## src/rtl/pad_gpio_ctrl.sv

```systemverilog
// Core-side controller for a bidirectional GPIO pad bank: pad input synchronisation,
// debouncing, rising-edge event/interrupt latching and per-pad drive configuration registers.
module pad_gpio_ctrl #(
  parameter int NUM_PADS        = 16,
  parameter int SYNC_STAGES     = 2,
  parameter int DEBOUNCE_CYCLES = 4
) (
  input  logic                clk,
  input  logic                rst,
  input  logic [NUM_PADS-1:0] pad_y,
  output logic [NUM_PADS-1:0] pad_a,
  output logic [NUM_PADS-1:0] pad_oe,
  output logic [NUM_PADS-1:0] pad_ie,
  output logic [NUM_PADS-1:0] pad_pu,
  output logic [NUM_PADS-1:0] pad_pd,
  output logic [NUM_PADS-1:0] pad_cs,
  output logic [NUM_PADS-1:0] pad_sl,
  input  logic                reg_wr,
  input  logic                reg_rd,
  input  logic [3:0]          reg_addr,
  input  logic [NUM_PADS-1:0] reg_wdata,
  output logic [NUM_PADS-1:0] reg_rdata,
  output logic                reg_rvalid,
  output logic [NUM_PADS-1:0] in_filtered,
  output logic                irq
);

  localparam int CNT_W = (DEBOUNCE_CYCLES > 1) ? $clog2(DEBOUNCE_CYCLES) : 1;
  localparam logic [CNT_W-1:0] CNT_MAX = CNT_W'(DEBOUNCE_CYCLES - 1);

  localparam logic [3:0] A_OUT    = 4'd0;
  localparam logic [3:0] A_OE     = 4'd1;
  localparam logic [3:0] A_IE     = 4'd2;
  localparam logic [3:0] A_PU     = 4'd3;
  localparam logic [3:0] A_PD     = 4'd4;
  localparam logic [3:0] A_CS     = 4'd5;
  localparam logic [3:0] A_IRQ_EN = 4'd6;
  localparam logic [3:0] A_EVENT  = 4'd7;
  localparam logic [3:0] A_IN     = 4'd8;

  logic [NUM_PADS-1:0] out_q, oe_q, ie_q, pu_q, pd_q, cs_q, irq_en_q, event_q;
  logic [NUM_PADS-1:0] filt_q, filt_d, rise, w1c, s_p, rd_mux, rdata_p1;
  logic [NUM_PADS-1:0] sync_p [SYNC_STAGES];
  logic [CNT_W-1:0]    cnt_q  [NUM_PADS];
  logic [CNT_W-1:0]    cnt_d  [NUM_PADS];
  logic                irq_q, vld_p1;

  // Counter never exceeds the terminal count, so it cannot wrap on long disagreements.
  function automatic logic [CNT_W-1:0] sat_inc(input logic [CNT_W-1:0] v);
    return (v == CNT_MAX) ? v : v + CNT_W'(1);
  endfunction

  // Synchroniser chain: stage 0 samples the asynchronous pad, last stage feeds the debouncer
  always_ff @(posedge clk) begin
    if (rst) begin
      for (int k = 0; k < SYNC_STAGES; k++) sync_p[k] <= '0;
    end else begin
      sync_p[0] <= pad_y;
      for (int k = 1; k < SYNC_STAGES; k++) sync_p[k] <= sync_p[k-1];
    end
  end

  assign s_p = sync_p[SYNC_STAGES-1];

  // Debounce: filtered value follows s only after DEBOUNCE_CYCLES consecutive disagreements
  always_comb begin
    filt_d = filt_q;
    rise   = '0;
    for (int i = 0; i < NUM_PADS; i++) begin
      cnt_d[i] = '0;
      if (s_p[i] != filt_q[i]) begin
        if (cnt_q[i] == CNT_MAX) begin
          filt_d[i] = s_p[i];
          rise[i]   = s_p[i];
        end else begin
          cnt_d[i] = sat_inc(cnt_q[i]);
        end
      end
    end
  end

  assign w1c = (reg_wr && (reg_addr == A_EVENT)) ? reg_wdata : '0;

  always_ff @(posedge clk) begin
    if (rst) begin
      out_q    <= '0;
      oe_q     <= '0;
      ie_q     <= '1;
      pu_q     <= '0;
      pd_q     <= '0;
      cs_q     <= '0;
      irq_en_q <= '0;
      event_q  <= '0;
      filt_q   <= '0;
      irq_q    <= 1'b0;
      for (int i = 0; i < NUM_PADS; i++) cnt_q[i] <= '0;
    end else begin
      if (reg_wr) begin
        case (reg_addr)
          A_OUT:    out_q    <= reg_wdata;
          A_OE:     oe_q     <= reg_wdata;
          A_IE:     ie_q     <= reg_wdata;
          A_PU:     pu_q     <= reg_wdata;
          A_PD:     pd_q     <= reg_wdata;
          A_CS:     cs_q     <= reg_wdata;
          A_IRQ_EN: irq_en_q <= reg_wdata;
          default:  ;
        endcase
      end
      // A new rising edge overrides a simultaneous clear of the same bit
      event_q <= (event_q & ~w1c) | rise;
      filt_q  <= filt_d;
      irq_q   <= |(event_q & irq_en_q);
      for (int i = 0; i < NUM_PADS; i++) cnt_q[i] <= cnt_d[i];
    end
  end

  always_comb begin
    rd_mux = '0;
    case (reg_addr)
      A_OUT:    rd_mux = out_q;
      A_OE:     rd_mux = oe_q;
      A_IE:     rd_mux = ie_q;
      A_PU:     rd_mux = pu_q;
      A_PD:     rd_mux = pd_q;
      A_CS:     rd_mux = cs_q;
      A_IRQ_EN: rd_mux = irq_en_q;
      A_EVENT:  rd_mux = event_q;
      A_IN:     rd_mux = filt_q;
      default:  rd_mux = '0;
    endcase
  end

  // Read stage p1: data captured from pre-write register state, held until the next read
  always_ff @(posedge clk) begin
    if (rst) begin
      rdata_p1 <= '0;
      vld_p1   <= 1'b0;
    end else begin
      vld_p1 <= reg_rd;
      if (reg_rd) rdata_p1 <= rd_mux;
    end
  end

  assign pad_a       = out_q;
  assign pad_oe      = oe_q;
  assign pad_ie      = ie_q;
  assign pad_pu      = pu_q;
  assign pad_pd      = pd_q & ~pu_q;
  assign pad_cs      = cs_q;
  assign pad_sl      = '0;
  assign reg_rdata   = rdata_p1;
  assign reg_rvalid  = vld_p1;
  assign in_filtered = filt_q;
  assign irq         = irq_q;

endmodule
```

## config.mk

```make
export PLATFORM = sky130hd
export DESIGN_NAME = pad_gpio_ctrl
export DESIGN_NICKNAME = d
export VERILOG_FILES = /design/src/rtl/pad_gpio_ctrl.sv
export SDC_FILE = /design/constraint.sdc
export NUM_CORES = 1
export LEC_CHECK = 0
export ABC_CLOCK_PERIOD_IN_PS = 2100
export BUFFER_PORTS_ARGS = -buffer_cell sky130_fd_sc_hd__buf_4
export CAP_MARGIN = 25
export CORE_AREA = 2 2 130 132
export CTS_CLUSTER_SIZE = 14
export DETAILED_ROUTE_END_ITERATION = 8
export DIE_AREA = 0 0 132 134
export PLACE_DENSITY = 0.85
export SLEW_MARGIN = 20
export SYNTH_ARGS = -nofsm -noshare
export SYNTH_HDL_FRONTEND = slang
export SYNTH_SLANG_ARGS = --single-unit
```

## constraint.sdc

```tcl
create_clock -name clk -period 2.1 [get_ports clk]
set_input_delay 0.105 -clock clk [delete_from_list [all_inputs] [get_ports clk]]
set_output_delay 0.105 -clock clk [all_outputs]
set_load 0.01 [all_outputs]
```

==> run summary <==
status - finished clean
first-pass GRT wire length - 43.5 mm
Rows - 47
RSZ-0062 raised after global routing - no
pin count of the biggest net entering global routing - 73
Top Ports - 186
Hold Path End - reg_rdata[5]
max-slew violations - 0
clock-pin slew on the worst setup and hold paths - 0.06 ns
critical path's slowest cell - dlygate4sd3_1
Final Hold Fails - 0
die area - 17,700 um^2
Fillers - 1,165
Power Density - 747 nW/um^2
fraction of registers with async set/reset - 0%
r2r endpoint - reg_rdata[6]
combinational share of power - 7.0%
crit path max fanout - 40
sequential share of the synthesized area - 47.1%
DR vias/cell - 5.92
Switching Fraction - 23.0%
DRT iter0 DRCs - 971
Sum Neg Setup Slack - 0 ns
EDFF count, synth - 0
postcts setup bufs - 0
clk buf depth - 3
HP Start - reg_addr[3]
Vias - 8,925
core footprint - 16,300 um^2
post-route ant nets - 0
post-synthesis cell area - 9610 um^2
Layout Area Growth over Synthesis - 25.3%
post_cts resized - 0
Primary FF master, synth - dfxtp_1
Final Power - 9.00 mW
Max IR drop VDD - 0.674 mV
gr usage total - 30.7%
vias in the first global route - 8,289
antenna violations before repair - 1
cells along the critical path - buf_4, and3b_1, nand2_1, nand2_1, a21oi_1, dlygate4sd3_1
Net Sw Power - 2.07 mW
kind of start point of the critical path - input pin
Syn. warnings - 0
kind of critical path - in2reg
DP Wirelength - 19.6 mm
Initial Util - 59.0%
CP required - 2.50 ns
leakage - 4.98 nW
Clk network pwr share - 43.9%
most frequent cells in the layout - 226 x dfxtp_1, 199 x nand2_1, 186 x buf_4
Clock Latency Late Sink - 0.52 ns
synth top area cells - dfxtp_1 47%, nand2_1 7.8%, a21oi_1 6.0%
CTS tree - yes
Post-Route WL - 28.1 mm
Slew @ Worst Pin - 1.01 ns
Mapped Avg Cell Area - 8.78 um^2
R2R setup slack - 0.65 ns
CTS root buffer - clkbuf_16
most used cell, CP - nand2_1
delay-heaviest family, CP - simple AND/OR/NAND/NOR gates
Hold Path Stages - 3
worst reg2reg path startpoint - pd_q[6]
Data arrival, critical path - 2.06 ns
f_max - 604 MHz
Rel. slew slack - 32.5%
nets@finish - 1,330
Placer Congestion - 0.995
cell taking the most area after synthesis - dfxtp_1
die width - 132 um
Num CTS Buffers - 23
# setup viols final - 0
ANT cells - 0
Hold Path Class - in2reg
Int Pwr - 6.93 mW
Reg2Reg Depth - 4
Post-Syn Instances - 1,094
# clock sinks - 226
share of layout cells above drive strength 1 - 19.3%
Buf+Inv Stages, Crit Path - 2
FF+latch count, synth - 226
drc violations - 0
worst hold slack - 0.134 ns
Cell variety after synth - 54
Layout Skew - 0.0152 ns
Final Cycle Share - 78.8%
slowest stage delay, CP - 0.55 ns
IO Port Bufs - 169
final worst path period need - 1.66 ns
WL per Instance - 18.6 um
Critical Path Sink Type - flip-flop
CTS HTree Levels - 1
most common cell after layout, fill and taps aside - dfxtp_1
Seq pwr share - 49.1%
gr ovfl total - 0
Top Registers - cnt_q x32, sync_p x32
first drt pass iteration count - 6
Max Cap Viol - 0
share of the synthesized area in the top cell type - 47.1%
Die Y - 134 um
-- metal layers --
metal,up-vias,routed length [um],track usage [%],part of all wire [%]
met5,-,0,0,0
met4,0,1580,15.6,5.6
met3,121,2550,5.56,9.1
met2,537,13500,52.1,48
met1,4190,10500,37.7,37
li1,4077,-,-,-
-- stage by stage --
stage,cells,utilization [%],worst slack (ns),cell area [um^2]
final,1507,73.9,0.445,12000
after global routing,1507,73.9,0.351,12000
after CTS,1507,73.9,0.494,12000
after detailed placement,1434,67.4,0.281,11000
after global placement,1434,67.4,0.330,11000
after floorplan,1109,-,0.672,9670
-- layout make-up --
cell class / count / area, um^2 / share of cell area (%)
clock buffers: 32 / 659 / 5.47
clock inverters: 6 / 62.6 / 0.519
inverters: 36 / 135 / 1.12
multi-input cells: 762 / 4570 / 37.9
flip-flops and latches: 226 / 4520 / 37.6
well taps: 220 / 275 / 2.29
repair buffers: 225 / 1820 / 15.1
-- worst max path at each step --
stage           startpoint             to  slack [ns]  cells after the start
6_report       reg_addr[2]    irq_en_q[5]        0.44                      6
3_5_place_dp   reg_addr[0]   reg_rdata[1]        0.28                      5
5_1_grt        reg_addr[1]    irq_en_q[5]        0.35                      6
4_1_cts        reg_addr[2]    irq_en_q[5]        0.49                      6
2_1_floorplan  reg_addr[1]  reg_rdata[13]        0.67                      6
3_3_place_gp   reg_addr[0]   reg_rdata[3]        0.33                      5
-- power groups by stage --
| stage | Sequential (mW) | Combinational [mW] | Clock [mW] |
|---|---|---|---|
| after floorplan | 4.50 | 0.355 | 0 |
| after global placement | 4.51 | 0.544 | 0 |
| after detailed placement | 4.51 | 0.558 | 0 |
| after CTS | 4.42 | 0.614 | 3.98 |
| after global routing | 4.42 | 0.670 | 4.16 |
| final | 4.42 | 0.626 | 3.95 |
-- kinds of logic (layout without fill, tap and decap cells) --
logic type               count (synthesis)  count (layout)  share of synthesized area, %
AO/OA/AOI/OAI                          239             239                          15.5
XOR/XNOR                                16              16                          1.46
adder cells (fa/ha/maj)                 16              16                          2.08
buffers and inverters                  121             299                          5.96
flip-flops                             226             226                          47.1
multiplexers                            35              35                          4.36
other                                    1              16                        0.0390
AND/OR/NAND/NOR                        440             440                          23.5
-- synthesized netlist by cell type (2+ instances only) --
library cell  count
nor2b_1          58
a21boi_1          3
nand2_1         199
nand2b_1          4
ha_1             16
nor2_1           70
o21ai_0          20
buf_6             2
mux2i_1          19
a221o_1           3
a221oi_1          9
dfxtp_1         226
clkbuf_1         39
buf_4            21
nor3_4            2
a31oi_1           2
a21boi_0          3
and3_1            5
buf_2            19
nand3_1           4
inv_1            36
a2bb2oi_1         3
nand3b_1         16
a211o_1          15
buf_1             3
or3_1            18
mux2_2           11
nand4_1          11
and3b_1          38
nor3b_1           4
a22oi_1          22
o21ai_1          16
xnor2_1          16
a21oi_1         115
mux4_2            4
a22o_1           21
and2_1            4
-- worst register-to-register path, stage by stage (launching register included) --
cell and delay, ns:
dfxtp_1 0.34, mux2_4 0.28, a222oi_1 0.34, o221ai_1 0.19, a22o_1 0.20
-- repair_timing --
item / CTS / global route
hold endpoints to repair: 118 / 0
hold buffers: 35 / 0
setup endpoints to repair: 0 / 0
Power figures use the tool's default switching activity.
